==> src/rtl/srec_loader.sv <==
// srec_loader: parses an ASCII Motorola S-record stream one character at a
// time and issues byte writes to main memory, holding the fetch pipeline in
// stall until a termination record (S7/S8/S9) or end-of-stream (0xFF).
//
// Ports:
//   clk, rst               clock, synchronous active-high reset
//   char_valid, char_in    character source (accepted when char_ready is high)
//   char_ready             loader accepts char_in on this edge
//   srec_address/_data_in  byte write address / data (byte in [7:0])
//   srec_access_size       always 2'b00 (byte)
//   srec_rw                one-cycle write strobe
//   srec_parse, stall      loading in progress / fetch hold
//   start_pc               entry address from the termination record
//   done, err, err_code    sticky status (01 checksum, 10 illegal, 11 count)
module srec_loader #(
    parameter int unsigned ADDR_W = 32,
    parameter int unsigned DATA_W = 32
) (
    input  logic              clk,
    input  logic              rst,
    input  logic              char_valid,
    input  logic [7:0]        char_in,
    output logic              char_ready,
    output logic [ADDR_W-1:0] srec_address,
    output logic [DATA_W-1:0] srec_data_in,
    output logic [1:0]        srec_access_size,
    output logic              srec_rw,
    output logic              srec_parse,
    output logic              stall,
    output logic [ADDR_W-1:0] start_pc,
    output logic              done,
    output logic              err,
    output logic [1:0]        err_code
);

    typedef enum logic [3:0] {
        S_IDLE, S_TYPE, S_CNT_HI, S_CNT_LO, S_ADDR, S_DATA,
        S_WRITE, S_CSUM, S_EOL, S_DONE, S_ERROR
    } state_e;

    state_e            state_q;
    logic              ready_q, rw_q, parse_q, stall_q, done_q, err_q;
    logic [1:0]        err_code_q;
    logic [ADDR_W-1:0] waddr_q, addr_q, offset_q, start_pc_q;
    logic [DATA_W-1:0] wdata_q;
    logic [3:0]        type_q, nib_hi_q, anib_q;
    logic [7:0]        abytes_q, cnt_q, rem_q, sum_q;
    logic              phase_q;

    // Character decode
    logic       is_hex, is_digit, accept, write_type, term_type;
    logic [3:0] nib;
    logic [7:0] byte_val;

    always_comb begin
        is_hex   = 1'b0;
        is_digit = 1'b0;
        nib      = '0;
        if (char_in >= 8'h30 && char_in <= 8'h39) begin
            is_hex   = 1'b1;
            is_digit = 1'b1;
            nib      = char_in[3:0];
        end else if ((char_in >= 8'h41 && char_in <= 8'h46) ||
                     (char_in >= 8'h61 && char_in <= 8'h66)) begin
            is_hex = 1'b1;
            nib    = char_in[3:0] + 4'd9;
        end
        byte_val   = {nib_hi_q, nib};
        accept     = char_valid & ready_q;
        write_type = (type_q == 4'd1) || (type_q == 4'd2) || (type_q == 4'd3);
        term_type  = (type_q == 4'd7) || (type_q == 4'd8) || (type_q == 4'd9);
    end

    always_ff @(posedge clk) begin
        if (rst) begin
            state_q    <= S_IDLE;
            ready_q    <= 1'b0;
            rw_q       <= 1'b0;
            parse_q    <= 1'b1;
            stall_q    <= 1'b1;
            done_q     <= 1'b0;
            err_q      <= 1'b0;
            err_code_q <= '0;
            waddr_q    <= '0;
            wdata_q    <= '0;
            addr_q     <= '0;
            offset_q   <= '0;
            start_pc_q <= '0;
            type_q     <= '0;
            nib_hi_q   <= '0;
            anib_q     <= '0;
            abytes_q   <= '0;
            cnt_q      <= '0;
            rem_q      <= '0;
            sum_q      <= '0;
            phase_q    <= 1'b0;
        end else begin
            ready_q <= 1'b1;
            rw_q    <= 1'b0;
            if (state_q == S_WRITE) begin
                state_q <= (rem_q == 8'd0) ? S_CSUM : S_DATA;
            end else if (accept && char_in != 8'h0D &&
                         state_q != S_DONE && state_q != S_ERROR) begin
                unique case (state_q)
                    S_IDLE: begin
                        if (char_in == 8'h53) begin
                            state_q  <= S_TYPE;
                            addr_q   <= '0;
                            offset_q <= '0;
                            phase_q  <= 1'b0;
                        end else if (char_in == 8'hFF) begin
                            state_q <= S_DONE;
                            parse_q <= 1'b0;
                            stall_q <= 1'b0;
                            done_q  <= 1'b1;
                        end else if (char_in != 8'h0A) begin
                            state_q <= S_ERROR; err_q <= 1'b1; err_code_q <= 2'b10;
                        end
                    end
                    S_TYPE: begin
                        if (is_digit && nib != 4'd4 && nib != 4'd6) begin
                            type_q  <= nib;
                            state_q <= S_CNT_HI;
                            case (nib)
                                4'd2, 4'd8: begin anib_q <= 4'd6; abytes_q <= 8'd3; end
                                4'd3, 4'd7: begin anib_q <= 4'd8; abytes_q <= 8'd4; end
                                default:    begin anib_q <= 4'd4; abytes_q <= 8'd2; end
                            endcase
                        end else begin
                            state_q <= S_ERROR; err_q <= 1'b1; err_code_q <= 2'b10;
                        end
                    end
                    S_CNT_HI: begin
                        if (is_hex) begin
                            nib_hi_q <= nib;
                            state_q  <= S_CNT_LO;
                        end else begin
                            state_q <= S_ERROR; err_q <= 1'b1; err_code_q <= 2'b10;
                        end
                    end
                    S_CNT_LO: begin
                        if (is_hex) begin
                            cnt_q   <= byte_val;
                            sum_q   <= byte_val;
                            state_q <= S_ADDR;
                        end else begin
                            state_q <= S_ERROR; err_q <= 1'b1; err_code_q <= 2'b10;
                        end
                    end
                    S_ADDR: begin
                        if (is_hex) begin
                            addr_q <= {addr_q[ADDR_W-5:0], nib};
                            anib_q <= anib_q - 4'd1;
                            // Odd remaining nibble count means this nibble closes a byte.
                            if (anib_q[0]) sum_q <= sum_q + byte_val;
                            else           nib_hi_q <= nib;
                            if (anib_q == 4'd1) begin
                                if (cnt_q <= abytes_q) begin
                                    state_q <= S_ERROR; err_q <= 1'b1; err_code_q <= 2'b11;
                                end else begin
                                    rem_q   <= cnt_q - abytes_q - 8'd1;
                                    state_q <= (cnt_q == abytes_q + 8'd1) ? S_CSUM : S_DATA;
                                end
                            end
                        end else begin
                            state_q <= S_ERROR; err_q <= 1'b1; err_code_q <= 2'b10;
                        end
                    end
                    S_DATA: begin
                        if (is_hex) begin
                            phase_q <= ~phase_q;
                            if (!phase_q) begin
                                nib_hi_q <= nib;
                            end else begin
                                sum_q <= sum_q + byte_val;
                                rem_q <= rem_q - 8'd1;
                                if (write_type) begin
                                    state_q  <= S_WRITE;
                                    rw_q     <= 1'b1;
                                    ready_q  <= 1'b0;
                                    waddr_q  <= addr_q + offset_q;
                                    wdata_q  <= DATA_W'(byte_val);
                                    offset_q <= offset_q + 1'b1;
                                end else if (rem_q == 8'd1) begin
                                    state_q <= S_CSUM;
                                end
                            end
                        end else begin
                            state_q <= S_ERROR; err_q <= 1'b1; err_code_q <= 2'b10;
                        end
                    end
                    S_CSUM: begin
                        if (is_hex) begin
                            phase_q <= ~phase_q;
                            if (!phase_q) begin
                                nib_hi_q <= nib;
                            end else if (byte_val == ~sum_q) begin
                                state_q <= S_EOL;
                            end else begin
                                state_q <= S_ERROR; err_q <= 1'b1; err_code_q <= 2'b01;
                            end
                        end else begin
                            state_q <= S_ERROR; err_q <= 1'b1; err_code_q <= 2'b10;
                        end
                    end
                    S_EOL: begin
                        if (char_in == 8'h0A) begin
                            if (term_type) begin
                                state_q    <= S_DONE;
                                start_pc_q <= addr_q;
                                parse_q    <= 1'b0;
                                stall_q    <= 1'b0;
                                done_q     <= 1'b1;
                            end else begin
                                state_q <= S_IDLE;
                            end
                        end else begin
                            state_q <= S_ERROR; err_q <= 1'b1; err_code_q <= 2'b10;
                        end
                    end
                    default: ;
                endcase
            end
        end
    end

    assign char_ready       = ready_q;
    assign srec_address     = waddr_q;
    assign srec_data_in     = wdata_q;
    assign srec_access_size = 2'b00;
    assign srec_rw          = rw_q;
    assign srec_parse       = parse_q;
    assign stall            = stall_q;
    assign start_pc         = start_pc_q;
    assign done             = done_q;
    assign err              = err_q;
    assign err_code         = err_code_q;

endmodule

==> config.mk <==
export PLATFORM = sky130hd
export DESIGN_NAME = srec_loader
export DESIGN_NICKNAME = d
export VERILOG_FILES = /design/src/rtl/srec_loader.sv
export SDC_FILE = /design/constraint.sdc
export NUM_CORES = 1
export LEC_CHECK = 0
export ABC_CLOCK_PERIOD_IN_PS = 4700
export BUFFER_PORTS_ARGS = -buffer_cell sky130_fd_sc_hd__buf_2
export CAP_MARGIN = 30
export CORE_MARGIN = 2
export CORE_UTILIZATION = 59
export CTS_CLUSTER_SIZE = 8
export DETAILED_ROUTE_END_ITERATION = 10
export PLACE_DENSITY_LB_ADDON = 0.12
export SYNTH_ARGS = -nofsm -noshare
export SYNTH_HDL_FRONTEND = slang
export SYNTH_SLANG_ARGS = --single-unit
export TNS_END_PERCENT = 5
==> constraint.sdc <==
create_clock -name clk -period 4.7 [get_ports clk]
set_input_delay 0.47 -clock clk [delete_from_list [all_inputs] [get_ports clk]]
set_output_delay 0.47 -clock clk [all_outputs]
set_load 0.05 [all_outputs]
==> reports/qor.csv, run 1 <==
metric;value;unit
clkLatencyLatePin;0.44;ns
grt_pass1_wl;42600;µm
die_w;136;µm
die_y;136;µm
critPathMaxStageDelay;0.59;ns
crit_chain;buf_2 > and2_4 > or4_1 > or2_2 > nand2_1 > xor2_1 > nor2_1 > ha_1 > a21o_1 > a211oi_1 > o21bai_1 > a21oi_1 > nand2b_1 > a21boi_0 > o21ai_1 > a31oi_1;
stdcell_area;0.0114;mm²
place_area;0.0108;mm²
drv_cap;0;
crit_slowest_cell;or4_1;
critPathCaptureType;register;
combinationalPowerShare;8.1;%
place_hpwl;18500;µm
setup_viol;0;
ys_ff_latch;187;
yosysMostFrequentCell;nand2_1;
finalHoldViolations;0;
gp_congestion;0.935;
leakage;4.63;nW
crit_type;input port to register;
n_antenna_cell;0;
netlist_area;0.0103;mm²
drc;0;
ios;117;
switching_share;26.5;%
outcome;finished clean;
fin_worst_skew;0.0152;ns
p_int;2.44;mW
fmaxAchievable;251;MHz
fin_crit;3.98;ns
yosysSeqAreaShare;36.3;%
grt_antenna_before_repair;0;
start_kind;input port;
p_seq_share;48.5;%
die_area;0.0186;mm²
grt_pass1_vias;8332;
synth.largest_area_cell;dfxtp_1;
tritoncts;yes;
min_path_type;register to register;
r2r_slack;1.21;ns
drt_iter0_drc;872;
synth_area_leaders;dfxtp_1, nand2_1, a21oi_1, ha_1, nor2_1;
io_buffers;90;
core_area;0.0172;mm²
drive_gt1_share;11.2;%
grt_max_degree;56;
synthDistinctLibCells;71;
timing.setup.tns;0;ns
synth_top_cell_area_share;36.3;%
totalWireLength;26500;µm
clk_pin_slew_worst_paths;0.07;ns
placementRows;48;
cts-root-buf;clkbuf_16;
cp.required;5.07;ns
synth_cells;1325;
post_cts_buffers;0;
ys_warn_count;0;
synth_common_cells;nand2_1, dfxtp_1, nor2_1, a21oi_1, ha_1;
cts_buffers;17;
fill_cells;1516;
clockBufferDepth;2;
rsz0062_at_grt;no;
period_share;84.7;%
power.switching;882;µW
drt.antenna.violating_nets;0;
vias;9476;
synth_area_per_cell;7.79;µm²
drt_pass1_iterations;5;
drv_slew;0;
final_nets;1448;
irDropWorstVdd;0.270;mV
cts_resized;0;
p_clk_share;43.4;%
htreeDepth;4;
tightest_slew;0.887;ns
synth-main-ff-cell;dfxtp_1;
globalRoute.totalOverflow;0;
path_max_fanout;8;
clkSinkCount;187;
synth-edff-count;0;
area_delta_synth_final;10.5;%
worst-endpoint-arrival;4.35;ns
powerDensity;291;mW/mm²
initial_core_util;60.1;%
grt_use_total;28.8;%
vias_per_cell;5.85;
synthArstFlopShare;0;%
holdBufCountCts;0;
slew_headroom;40.8;%
detail_route.wl_per_cell;16.4;µm
-- cell usage in the layout, fill, tap and decap left out, types with 19 or more instances in the layout --
cell type | synthesis | final
nor3_1 | 30 | 29
nor2_1 | 163 | 162
xor2_1 | 31 | 31
o21ai_0 | 48 | 48
conb_1 | 1 | 26
xnor2_1 | 33 | 33
a22oi_1 | 34 | 34
nand3_1 | 26 | 26
nand4_1 | 21 | 21
buf_4 | 28 | 19
buf_2 | 16 | 89
a21oi_1 | 145 | 145
inv_1 | 33 | 33
ha_1 | 52 | 52
nand2_1 | 207 | 207
dfxtp_1 | 187 | 187
-- cells by family (layout without fill, tap and decap cells) --
family	count (synthesis)	in the layout	synth area share, %
compound gates	332	332	19.8
xor+xnor	64	64	5.43
fa+ha+maj	55	55	6.88
buf+inv	129	174	6.12
flops	187	187	36.3
mux	18	18	1.75
other cells	1	26	0.0363
simple gates	539	539	23.7
-- registers in the layout, summed over array words and instances, names as in the netlist, 8 cells and up --
| signal | flops |
|---|---|
| addr_q | 32 |
| rem_q | 8 |
| srec_data_in | 8 |
| sum_q | 8 |
| srec_address | 32 |
| start_pc | 32 |
| offset_q | 32 |
| cnt_q | 8 |
-- power groups by stage --
stage               Sequential, mW  Combinational [mW]  Clock, mW
finish                        1.61               0.270       1.44
global route                  1.61               0.294       1.52
CTS                           1.61               0.262       1.46
detailed placement            1.65               0.261          0
global placement              1.65               0.261          0
floorplan                     1.64               0.227          0
-- per-layer routing --
| layer | share of wire, % | vias to the layer above | GRT usage [%] |
|---|---|---|---|
| li1 | - | 4701 | - |
| met1 | 47 | 4441 | 41.7 |
| met2 | 45 | 292 | 43.3 |
| met3 | 6.8 | 42 | 5.37 |
| met4 | 2.0 | 0 | 8.80 |
| met5 | 0 | - | 0 |
-- layout make-up --
class	count	area [µm²]	area share (%)
tap	225	282	2.47
multi-input combinational	1034	6050	53.1
inverter	33	124	1.09
sequential	187	3740	32.8
clock buffer	20	457	4.00
timing repair buffer	109	616	5.40
clock inverter	12	134	1.17
-- critical path, delay by kind of cell --
family	cells	cell delay [ns]
xor gates and xnor gates	1	0.08
adders and majority gates	1	0.40
buffers and inverters	1	0.14
AOI/OAI and AO/OA	7	1.41
and+or+nand+nor	6	1.85
-- final timing paths --
check,start,end,depth (start not counted)
worst max-delay path,char_in[2],sum_q[7],16
worst min-delay path,start_pc[23],start_pc[23],2
worst max register to register,offset_q[0],srec_address[30],12
worst min register to register,start_pc[23],start_pc[23],2
-- through the flow --
step           hold slack [ns]  utilization, %  instances  power (mW)  setup slack (ns)
4_1_cts                  0.450            66.3       1619        3.34             0.770
3_3_place_gp             0.434            62.8       1587        1.91             0.468
2_1_floorplan            0.451               -       1350        1.87             0.939
3_5_place_dp             0.440            62.8       1587        1.91             0.356
6_report                 0.448            66.4       1620        3.32             0.720
5_1_grt                  0.463            66.4       1620        3.43             0.449
No activity file was read; power rests on OpenSTA's default activity.
==> run 2, diff against run 1 <==
Settings changed: ABC_CLOCK_PERIOD_IN_PS 4700 to 3600, CORE_UTILIZATION 59 to 54.
Clock period 4.7 ns to 3.6 ns, I/O delays scaled along.
==> run 2 against run 1 <==
Worst setup slack lost 0.44 ns. Highest routed layer unchanged. Largest cell class unchanged. Non-clock buffer count grew 18. Critical path type unchanged. Final cell count grew 1.7%.
==> reports/qor.csv, run 2 (same netlist as run 1, synthesis figures left out) <==
metric;value;unit
slew_headroom;51.0;%
dp_slack;-0.0400;ns
totalWireLength;26900;µm
crit_buf_inv;1;
cts-root-buf;clkbuf_16;
leakage;4.72;nW
start_kind;input port;
multi_input_comb_area;0.00608;mm²
grt_antenna_before_repair;0;
period_share;92.2;%
globalRoute.totalOverflow;0;
grt_use_total;26.9;%
path_max_fanout;4;
clkLatencyLatePin;0.44;ns
clockBufferDepth;2;
drv_slew;0;
core_area;0.0187;mm²
met1_usage;39.1;%
io_buffers;90;
htreeDepth;4;
min_path_type;input port to register;
finalHoldViolations;0;
path_depth;16;
critPathMaxStageDelay;0.48;ns
fin_crit;3.32;ns
crit_chain;buf_2 > and2_4 > or4_1 > or2_2 > nand2_1 > xor2_1 > nor2_2 > ha_1 > a21o_1 > a211oi_1 > o21bai_1 > a21oi_1 > nand2b_1 > a21boi_0 > o21ai_1 > a31oi_1;
drc;0;
switching_share;27.6;%
layout_commonest_cell;nand2_1;
die_area;0.0202;mm²
crit_type;input port to register;
crit_slowest_cell;or4_1;
grt_pass1_wl;44100;µm
seq_area;0.00374;mm²
p_seq_share;48.5;%
drive_gt1_share;12.6;%
die_w;142;µm
grt-busiest-layer;met2;
clkSinkCount;187;
fin_ws;0.282;ns
worst-endpoint-arrival;3.67;ns
die_y;142;µm
r2r_cells;10;
drv_cap;0;
combinationalPowerShare;8.9;%
gp_congestion;0.933;
tritoncts;yes;
drt.antenna.violating_nets;0;
grtUsageMet2;41.8;%
irDropWorstVdd;0.298;mV
holdPathStages;2;
drt_iter0_drc;741;
powerDensity;372;mW/mm²
ios;117;
grt_pass1_vias;8739;
fill_cells;1727;
clk_pin_slew_worst_paths;0.07;ns
n_antenna_cell;0;
p_clk_share;42.6;%
critPathCaptureType;register;
cp.required;3.95;ns
cts_buffers;17;
vias;9565;
fmaxAchievable;301;MHz
cp_top_family;compound AO/OA/AOI/OAI gates;
outcome;finished clean;
power.switching;1.19;mW
area_delta_synth_final;12.0;%
fin_worst_skew;0.0130;ns
initial_core_util;55.2;%
layout_common_cells;nand2_1, dfxtp_1, nor2_1;
final_nets;1466;
placementRows;50;
setup_viol;0;
vias_per_cell;5.81;
met3_usage;3.84;%
place_hpwl;18800;µm
final_util;61.8;%
drt_pass1_iterations;6;
detail_route.wl_per_cell;16.3;µm
p_int;3.12;mW
rsz0062_at_grt;no;
grt_max_degree;96;
tightest_slew;0.729;ns
## run 2: power groups by stage
stage | clock (mW) | sequential, mW | combinational, mW
finish | 1.83 | 2.09 | 0.383
global route | 1.94 | 2.09 | 0.416
CTS | 1.86 | 2.09 | 0.377
detailed placement | 0 | 2.14 | 0.377
global placement | 0 | 2.13 | 0.373
floorplan | 0 | 2.15 | 0.298
## run 2: final cells by class
type | count | area share (%)
multi-input cells | 1034 | 52.6
flip-flops and latches | 187 | 32.4
clock buffers | 18 | 3.80
well taps | 234 | 2.53
repair buffers | 127 | 6.54
clock inverters | 14 | 1.10
inverters | 33 | 1.07
## run 2: stage by stage
stage	TNS, ns	cell area, µm²	hold slack, ns	cells	power [mW]
finish	0	11600	0.370	1647	4.30
floorplan	0	10400	0.451	1350	2.44
global placement	0	11000	0.433	1615	2.51
CTS	0	11600	0.356	1647	4.32
detailed placement	-0.0400	11000	0.440	1615	2.51
global route	0	11600	0.374	1647	4.45
## run 2: what timing repair did
action	in CTS	in global routing
buffers inserted	0	0
gates resized for setup	0	1
setup endpoints to repair	0	1
hold buffers	0	0
## run 2: final timing paths
kind | start | end | slack [ns]
setup / recovery | char_in[2] | sum_q[7] | 0.28
hold / removal | rst | abytes_q[0] | 0.37
setup reg to reg | addr_q[10] | srec_address[29] | 0.44
hold reg to reg | done | done | 0.45
## run 2: worst reg2reg max path, cell delays in order (launching register included)
cell	delay (ns)
dfxtp_1	0.37
ha_1	0.45
nand4_1	0.22
nor4b_2	0.31
nand3b_1	0.12
o211ai_1	0.25
o21ai_0	0.28
o221a_2	0.34
nor4b_1	0.15
a2111oi_0	0.47
nor3_1	0.08
## run 2: per-layer routing
layer,up-vias,wire length (µm)
li1,4748,-
met1,4498,13000
met2,287,12000
met3,32,1450
met4,0,378
met5,-,0
==> run 3, diff against run 2 <==
Settings changed: CORE_ASPECT_RATIO set to 1.1.
==> run 3 against run 2 <==
Global-route usage up 0.30 points. Maximum frequency increased by 3.1%. First-iteration DRC count decreased by 28%. Largest power group unchanged. Worst setup slack improved by 0.10 ns.
==> reports/qor.csv, run 3 (same netlist as run 1, synthesis figures left out) <==
metric;value;unit
post_cts_buffers;0;
cp_common_cell;o211ai_1;
cts_buffers;17;
htreeDepth;4;
clkSinkCount;187;
detail_route.wl_per_cell;16.0;µm
holdBufCountCts;0;
grt_max_degree;66;
clk_pin_slew_worst_paths;0.07;ns
dp_slack;-0.00122;ns
worst-endpoint-arrival;3.57;ns
holdPathEnd;addr_q[27];
fin_worst_skew;0.0101;ns
holdPathStages;2;
min_path_type;input port to register;
r2r_cells;10;
place_hpwl;19300;µm
crit_slowest_cell;o21ai_0;
die_area;0.0202;mm²
io_buffers;90;
setup_viol;0;
vias_per_cell;5.71;
area_delta_synth_final;12.5;%
drt_pass1_iterations;5;
layout_common_cells;nand2_1, dfxtp_1, nor2_1;
ios;117;
drv_slew;0;
gp_congestion;0.908;
final_nets;1472;
min_from;rst;
drv_cap;0;
critPathMaxStageDelay;0.51;ns
drive_gt1_share;12.8;%
fin_ws;0.383;ns
start_kind;register;
rsz0062_at_grt;no;
grt_pass1_vias;8822;
cts_resized;0;
r2r_slack;0.38;ns
irDropWorstVdd;0.325;mV
finalPower;4.27;mW
placementRows;53;
tritoncts;yes;
cp_top_family;compound AO/OA/AOI/OAI gates;
clockBufferDepth;2;
crit_chain;ha_1 > a21oi_1 > o211ai_1 > a221oi_1 > o211ai_1 > o21ai_0 > o221a_2 > nor4b_1 > a2111oi_0 > nor3_1;
powerDensity;368;mW/mm²
vias;9517;
layout_commonest_cell;nand2_1;
fin_crit;3.22;ns
reg2reg_from;addr_q[8];
die_w;136;µm
core_area;0.0189;mm²
stdcell_count;1666;
drt.antenna.violating_nets;0;
drt_iter0_drc;532;
reg2reg_to;srec_address[29];
final_util;61.4;%
timing.setup.tns;0;ns
clkLatencyLatePin;0.43;ns
grt_use_total;27.2;%
totalWireLength;26700;µm
path_max_fanout;7;
crit_buf_inv;0;
cts-root-buf;clkbuf_16;
grt_antenna_before_repair;0;
tightest_slew;0.823;ns
grt_pass1_wl;44100;µm
globalRoute.totalOverflow;0;
die_y;149;µm
dp.cells;1634;
initial_core_util;54.6;%
drc;0;
cp.required;3.96;ns
slew_headroom;44.7;%
period_share;89.4;%
critPathCaptureType;register;
n_antenna_cell;0;
finalHoldViolations;0;
fmaxAchievable;311;MHz
outcome;finished clean;
leakage;4.73;nW
crit_type;register to register;
==> run 3: layer usage <==
layer / routed length, µm / global-route usage [%]
met5: 0 / 0
met3: 1070 / 4.55
met4: 778 / 10.5
met1: 11500 / 33.9
met2: 13400 / 47.0
==> run 3: where the power goes <==
part           switching (mW)  internal [mW]  total, mW  leakage, nW
Clock                   0.841          0.954       1.79        0.258
Combinational           0.270          0.109      0.379         2.97
Sequential             0.0192           2.08       2.10         1.51
==> run 3: cell type report <==
cell class	instances	area, µm²
Clock buffer	18	429
Clock inverter	14	123
Fill cell	1769	7290
Inverter	33	124
Multi-Input combinational cell	1034	6070
Sequential cell	187	3740
Tap cell	247	309
Timing Repair Buffer	133	813
==> run 3: worst reg2reg max path, delay by kind of cell (launching register included) <==
family                     cells  cell delay [ns]
AOI/OAI and AO/OA              7             2.04
adders and majority gates      1             0.41
DFF                            1             0.36
and+or+nand+nor                2             0.34
==> run 3: how the worst max path moves through the flow <==
stage                from                to  depth (start not counted)
2_1_floorplan  char_in[2]          sum_q[7]                         16
3_3_place_gp   char_in[2]          sum_q[6]                         17
3_5_place_dp   char_in[2]          sum_q[6]                         17
4_1_cts         addr_q[8]  srec_address[29]                         10
5_1_grt         addr_q[8]  srec_address[29]                         10
6_report        addr_q[8]  srec_address[29]                         10
==> run 3: stage by stage <==
stage / cell area, µm² / hold slack [ns]
4_1_cts: 11600 / 0.410
3_5_place_dp: 11100 / 0.440
3_3_place_gp: 11100 / 0.431
5_1_grt: 11600 / 0.445
2_1_floorplan: 10400 / 0.451
6_report: 11600 / 0.423
